===== src/rtl/hazard_ctrl.sv =====
// rtl/hazard_ctrl.sv - pipeline hazard, flush and memory-wait freeze controller
module hazard_ctrl #(
    parameter int TIMEOUT   = 255,
    parameter int CNT_WIDTH = 32
) (
    input  logic                 clk,
    input  logic                 rst_n,
    input  logic [4:0]           id_rs1,
    input  logic [4:0]           id_rs2,
    input  logic                 id_use_rs1,
    input  logic                 id_use_rs2,
    input  logic [4:0]           ex_rd,
    input  logic                 ex_mem_read,
    input  logic                 mem_branch_taken,
    input  logic                 mem_req,
    input  logic                 mem_ack,
    output logic                 pc_stall,
    output logic                 pc_src,
    output logic                 ifid_hold,
    output logic                 ifid_flush,
    output logic                 idex_flush,
    output logic                 exmem_flush,
    output logic                 pipe_freeze,
    output logic                 halt,
    output logic [CNT_WIDTH-1:0] stall_cycles,
    output logic [CNT_WIDTH-1:0] flush_events
);

    typedef enum logic [1:0] {RUN, MEM_WAIT, HALT} state_t;

    localparam logic [15:0]          TIMEOUT_CNT = 16'(TIMEOUT);
    localparam logic [CNT_WIDTH-1:0] CNT_ONE     = CNT_WIDTH'(1);

    state_t      state, state_nxt;
    logic [15:0] wait_cnt, wait_cnt_nxt;
    logic        mem_stall, freeze, branch_ev, load_use, rs_match;

    always_comb begin
        mem_stall    = mem_req & ~mem_ack;
        rs_match     = (id_use_rs1 && id_rs1 == ex_rd) || (id_use_rs2 && id_rs2 == ex_rd);
        // rst_n gates every event so the controls read all-zero while in reset
        freeze       = rst_n & (mem_stall | (state == HALT));
        branch_ev    = rst_n & mem_branch_taken & ~freeze;
        load_use     = rst_n & ex_mem_read & (ex_rd != 5'd0) & rs_match & ~freeze & ~branch_ev;

        pipe_freeze  = freeze;
        pc_stall     = freeze | load_use;
        ifid_hold    = freeze | load_use;
        pc_src       = branch_ev;
        ifid_flush   = branch_ev;
        idex_flush   = branch_ev | load_use;
        exmem_flush  = branch_ev;

        state_nxt    = state;
        wait_cnt_nxt = wait_cnt;
        case (state)
            RUN: begin
                if (mem_stall) begin
                    state_nxt    = MEM_WAIT;
                    wait_cnt_nxt = 16'd1;
                end
            end
            MEM_WAIT: begin
                if (mem_ack || !mem_req) begin
                    state_nxt    = RUN;
                    wait_cnt_nxt = 16'd0;
                end else if (wait_cnt == TIMEOUT_CNT) begin
                    state_nxt    = HALT;
                end else begin
                    wait_cnt_nxt = wait_cnt + 16'd1;
                end
            end
            HALT:    state_nxt = HALT;
            default: state_nxt = RUN;
        endcase
    end

    assign halt = (state == HALT);

    always_ff @(posedge clk or negedge rst_n) begin
        if (!rst_n) begin
            state        <= RUN;
            wait_cnt     <= 16'd0;
            stall_cycles <= '0;
            flush_events <= '0;
        end else begin
            state    <= state_nxt;
            wait_cnt <= wait_cnt_nxt;
            if (pc_stall && stall_cycles != '1)
                stall_cycles <= stall_cycles + CNT_ONE;
            if (branch_ev && flush_events != '1)
                flush_events <= flush_events + CNT_ONE;
        end
    end

endmodule


===== config.mk =====
export PLATFORM = sky130hd
export DESIGN_NAME = hazard_ctrl
export DESIGN_NICKNAME = d
export VERILOG_FILES = /design/src/rtl/hazard_ctrl.sv
export SDC_FILE = /design/constraint.sdc
export NUM_CORES = 1
export LEC_CHECK = 0
export CAP_MARGIN = 15
export CORE_ASPECT_RATIO = 1.25
export CORE_MARGIN = 3
export CORE_UTILIZATION = 35
export CTS_CLUSTER_DIAMETER = 80
export CTS_CLUSTER_SIZE = 28
export DETAILED_ROUTE_END_ITERATION = 8
export SLEW_MARGIN = 20
export SYNTH_ARGS = -nofsm -noshare
export SYNTH_HDL_FRONTEND = slang
export SYNTH_SLANG_ARGS = --single-unit

===== constraint.sdc =====
create_clock -name clk -period 5.45 [get_ports clk]
set_clock_uncertainty 0.05 [all_clocks]
set_input_delay 0.8175 -clock clk [delete_from_list [all_inputs] [get_ports clk]]
set_output_delay 0.8175 -clock clk [all_outputs]
set_load 0.02 [all_outputs]

; Word level (Yosys, flattened, before mapping)
; Cells that the tools add are included.
[word_totals]
output_inout_bits = 72
input_bits = 23
reg_bits = 82
wordCells = 52
[classes]
n_eq_ne = 10
n_reduce_logical = 12
mux = 8
n_addsub = 3
bitwise = 15
[ops]
columns = operator, count
row1 = "adder 32 x 1 -> 32 bit, second input constant", 2
row2 = "inequality test 32 bit, second input constant", 2
row3 = two-way mux 16 bit, 3
row4 = one-hot mux 16 bit (2 select lines), 1
row5 = "adder 16 x 1 -> 16 bit, second input constant", 1
row6 = "equality test 16 x 8 -> 1 bit, second input constant", 1
row7 = equality test 5 bit, 2
row8 = AND 1 bit, 9
row9 = two-way mux 2 bit, 3
row10 = "inequality test 3 bit, second input constant", 2
row11 = one-hot mux 2 bit (3 select lines), 1
row12 = nonzero test 5 bit, 1
row13 = logical AND 1 bit, 4
row14 = NOT 1 bit, 3
row15 = bitwise OR 1 bit, 3
row16 = AND reduction 3 bit, 1
row17 = "equality test 2 x 1 -> 1 bit, second input constant", 1
row18 = "equality test 2 bit, second input constant", 1
row19 = logical NOT 2 bit, 1
row20 = logical OR 1 bit, 2
row21 = "inequality test 2 bit, second input constant", 1
row22 = AND reduction 2 bit, 1
row23 = nonzero test 2 bit, 1
row24 = logical NOT 1 bit, 1

; Longest topological paths before layout
[depth]
ltp_word = 10
ltp_mapped = 8
ltp_nobuf = 7

; Worst setup path before layout
; No wires, ideal clock.
[synth_timing]
kind = input to output
startpoint = input port mem_req
endpoint = output port pc_stall
arrival_time_ns = 2.172
required_ns = 4.583
path_buffers = 2
stages = 5
slack_ns = 2.410
path_cell_list = or2b_2 a21boi_1 a21o_1 buf_2 buf_4
[synth_between]
elab_chain_cells = 8
elab_cells_between_ends = 9
classes_between = bitwise: 9
[synth_lines]
columns = element, line
row1 = "start, declared", 15  ; input logic mem_req,
row2 = AND 1 bit (*), 39  ; mem_stall = mem_req & ~mem_ack;
row3 = bitwise OR 1 bit (*), 42  ; freeze = rst_n & (mem_stall | (state == HALT));
row4 = AND 1 bit (*), 42
row5 = via pipe_freeze, 23  ; output logic pipe_freeze,
row6 = NOT 1 bit, "43, 44"
row7 = AND 1 bit, 43  ; branch_ev = rst_n & mem_branch_taken & ~freeze;
row8 = NOT 1 bit, 44  ; load_use = rst_n & ex_mem_read & (ex_rd != 5'd0) & rs_match & ~freeze & ~branch_ev;
row9 = AND 1 bit, 44
row10 = bitwise OR 1 bit (*), --
row11 = "end, declared", 17  ; output logic pc_stall,
; The timed path passes the listed nets; every way through them passes the cells marked *.

; Worst setup path in the final report
[layout_timing]
startpoint = input port ex_rd[1]
endpoint = output port ifid_hold
[layout_between]
elab_chain_cells = 7
elab_cells_between_ends = 11
classes_between = eq/ne: 2 / bitwise: 5 / reduce/logical: 4
[layout_lines]
columns = element, line
row1 = "start, declared", 12  ; input logic [4:0] ex_rd,
row2 = equality test 5 bit, 40  ; rs_match = (id_use_rs1 && id_rs1 == ex_rd) || (id_use_rs2 && id_rs2 == ex_rd);
row3 = logical AND 1 bit, 40
row4 = logical OR 1 bit, 40
row5 = AND 1 bit (*) (3 in a row), 44
row6 = bitwise OR 1 bit (*), 48  ; ifid_hold = freeze | load_use;
row7 = "end, declared", 19  ; output logic ifid_hold,
; Every way passes the cells marked *; elsewhere a longest branch is shown, timed or not.

==> results.json <==
{
  "status": "complete, no violations",
  "setup_viol": 0,
  "hpwlAfterDp_um": 7070,
  "die_width_um": 104.2,
  "required_ps": 4580,
  "path_max_fanout": 33,
  "avgSynthCellArea_um2": 10.36,
  "finalHoldViolCount": 0,
  "final_util_pct": 48.39,
  "tightest_slew_ps": 716.8,
  "drt_iter0_markers": 120,
  "viasPerCell": 5.043,
  "multi_input_area_um2": 2096,
  "coreArea_um2": 11670,
  "syn-num-nets": 433,
  "max_clock_freq_mhz": 253.3,
  "syn_inst": 407,
  "antennaDiodeCount": 0,
  "whs_ps": 248.7,
  "antenna_found_initial": 0,
  "numCtsBuffers": 9,
  "fin_nets": 532,
  "startpoint": "ex_rd[1]",
  "setup.worst_path.class": "in2out",
  "io_pins": 95,
  "die_h_um": 128.7,
  "relSlewSlack_pct": 52.22,
  "netlist_top_cells_count": "82 x dfrtp_1, 69 x xnor2_1, 43 x nand3_1, 35 x nand2_1, 32 x nand4_1",
  "r2r_start": "stall_cycles[0]",
  "crit_path_start_kind": "input port",
  "track_usage_pct": 14.83,
  "wl_met2_um": 4497,
  "clockBufferDepth": 2,
  "cts_resized": 0,
  "rows": 44,
  "fin_area_um2": 5648,
  "drc": 0,
  "met3WireLength_um": 685,
  "ys_seq_area_share_pct": 48.68,
  "post_dp_cell_area_um2": 5325,
  "yosysTopAreaCellShare_pct": 48.68,
  "tns_ps": 0,
  "maxSlewViolCount": 0,
  "drive_above_1_share_pct": 7.828,
  "topRoutingLayerUsed": "met4",
  "period_needed_ps": 3949,
  "die_area_um2": 13400,
  "cts_setup_buffers": 0,
  "clock-sinks": 82,
  "vdd_drop_max_uv": 203.0,
  "cts_tree": "yes",
  "finalPower_mw": 1.613,
  "powerDensity_nw_per_um2": 285.7,
  "grt_pass1_vias": 3423,
  "dr.pass1.iters": 4,
  "fillers": 1127,
  "seqCellArea_um2": 2052,
  "rsz0062_at_grt": "no",
  "ys_seq_elements": 82,
  "yosysTopAreaCell": "dfrtp_1",
  "yosys_warnings": 0,
  "wl_met1_um": 4331,
  "cap_violations": 0,
  "dp.cells": 656,
  "clk_pin_slew_worst_paths_ps": 60,
  "yosysMostFrequentCell": "dfrtp_1",
  "vias": 3389,
  "worst_slack_ps": 1501,
  "grt_max_degree": 80,
  "initial_core_util_pct": 36.12,
  "synthArstFlopShare_pct": 100.0,
  "io_buffers": 94,
  "crit_path_end_kind": "output pin",
  "holdBufCountCts": 0,
  "wl_um": 9703,
  "post-route-period-util_pct": 72.45,
  "synth-edff-count": 0,
  "layout.cells.non_filler": 672,
  "cts_root_buf": "clkbuf_16",
  "post-place-ws_ps": 1491,
  "netlist-cell-type-count": 53,
  "grt_overflow": 0,
  "wl_per_cell_um": 14.44,
  "area_growth_pct": 33.99,
  "gp_congestion": 0.7641,
  "leakage_nw": 2.246,
  "clk_latency_ps": 340,
  "netlist_top_cells_area": "dfrtp_1 49%, xnor2_1 14%, nand3_1 5.1%, nand4_1 4.7%, nand2_1 3.1%",
  "critPathArrivalTime_ps": 3080,
  "hold_class": "in2async",
  "drtAntennaViolNets": 0,
  "synth_area_um2": 4215,
  "h-tree-depth": 3,
  "grt_pass1_wl_um": 16440,
  "ys.flop_type": "dfrtp_1"
}
-- path summary, 6_finish.rpt --
path / endpoint / slack (ps) / depth (start not counted)
worst min register to register: flush_events[31] / 450 / 1
min in group clk: flush_events[31] / 450 / 1
max in group asynchronous: flush_events[23] / 4210 / 2
worst min-delay path: state[1] / 250 / 1
worst max-delay path: ifid_hold / 1500 / 7
worst max register to register: stall_cycles[1] / 2720 / 7
-- report_power, final --
group | internal (mW) | switching (mW)
logic | 0.129 | 0.129
clock network | 0.403 | 0.249
registers | 0.648 | 0.0551
total | 1.18 | 0.433
-- registers in the layout (all words and copies together), names as in the netlist --
name / cells
flush_events: 32
state: 2
stall_cycles: 32
wait_cnt: 16
-- placed cells by master (no fill, tap or decap), drive strengths merged, types with 3 or more instances in the layout --
cell type      instances
a21boi                 3
a21oi                  6
and2                   4
and3                  17
and4                   6
buf                    3
clkbuf                10
clkdlybuf4s50         93
dfrtp                 82
ha                     3
inv                    7
nand2                 35
nand3                 43
nand3b                 3
nand4                 33
nor2                  31
nor3                   7
nor4                   6
o21ai                 10
or4                    3
xnor2                 70
xor2                  10
-- layer usage --
layer  vias up  track usage [%]
met5         -                0
met4         0            5.008
met3        14            5.168
met2        89            23.65
met1      1646            18.98
li1       1640                -
-- area by class of cell --
class | count | share of cell area, %
clock inverters | 6 | 1.595
repair buffers | 96 | 16.95
multi-input cells | 311 | 37.11
clock buffers | 10 | 4.054
well taps | 161 | 3.567
inverters | 6 | 0.3988
flip-flops and latches | 82 | 36.33
-- worst max-delay path, cell delays in order --
cell and delay [ps]:
clkdlybuf4s50_1 470, or4_1 550, o21ai_1 170, nor3_1 60
a21o_1 180, buf_4 230, clkdlybuf4s50_1 580
-- cells by family (layout without fill, tap and decap cells) --
kind of cell               count (synthesis)  count (layout)  share of synthesized area, %
adders and majority gates                  3               3                        0.8906
AOI/OAI and AO/OA                         30              30                         5.283
xor gates and xnor gates                  80              80                         16.80
muxes                                      2               2                        0.6232
DFF                                       82              82                         48.68
buffers and inverters                     14             118                         1.603
and+or+nand+nor                          196             196                         26.12
Note: power is estimated with default switching activity, not from simulation.
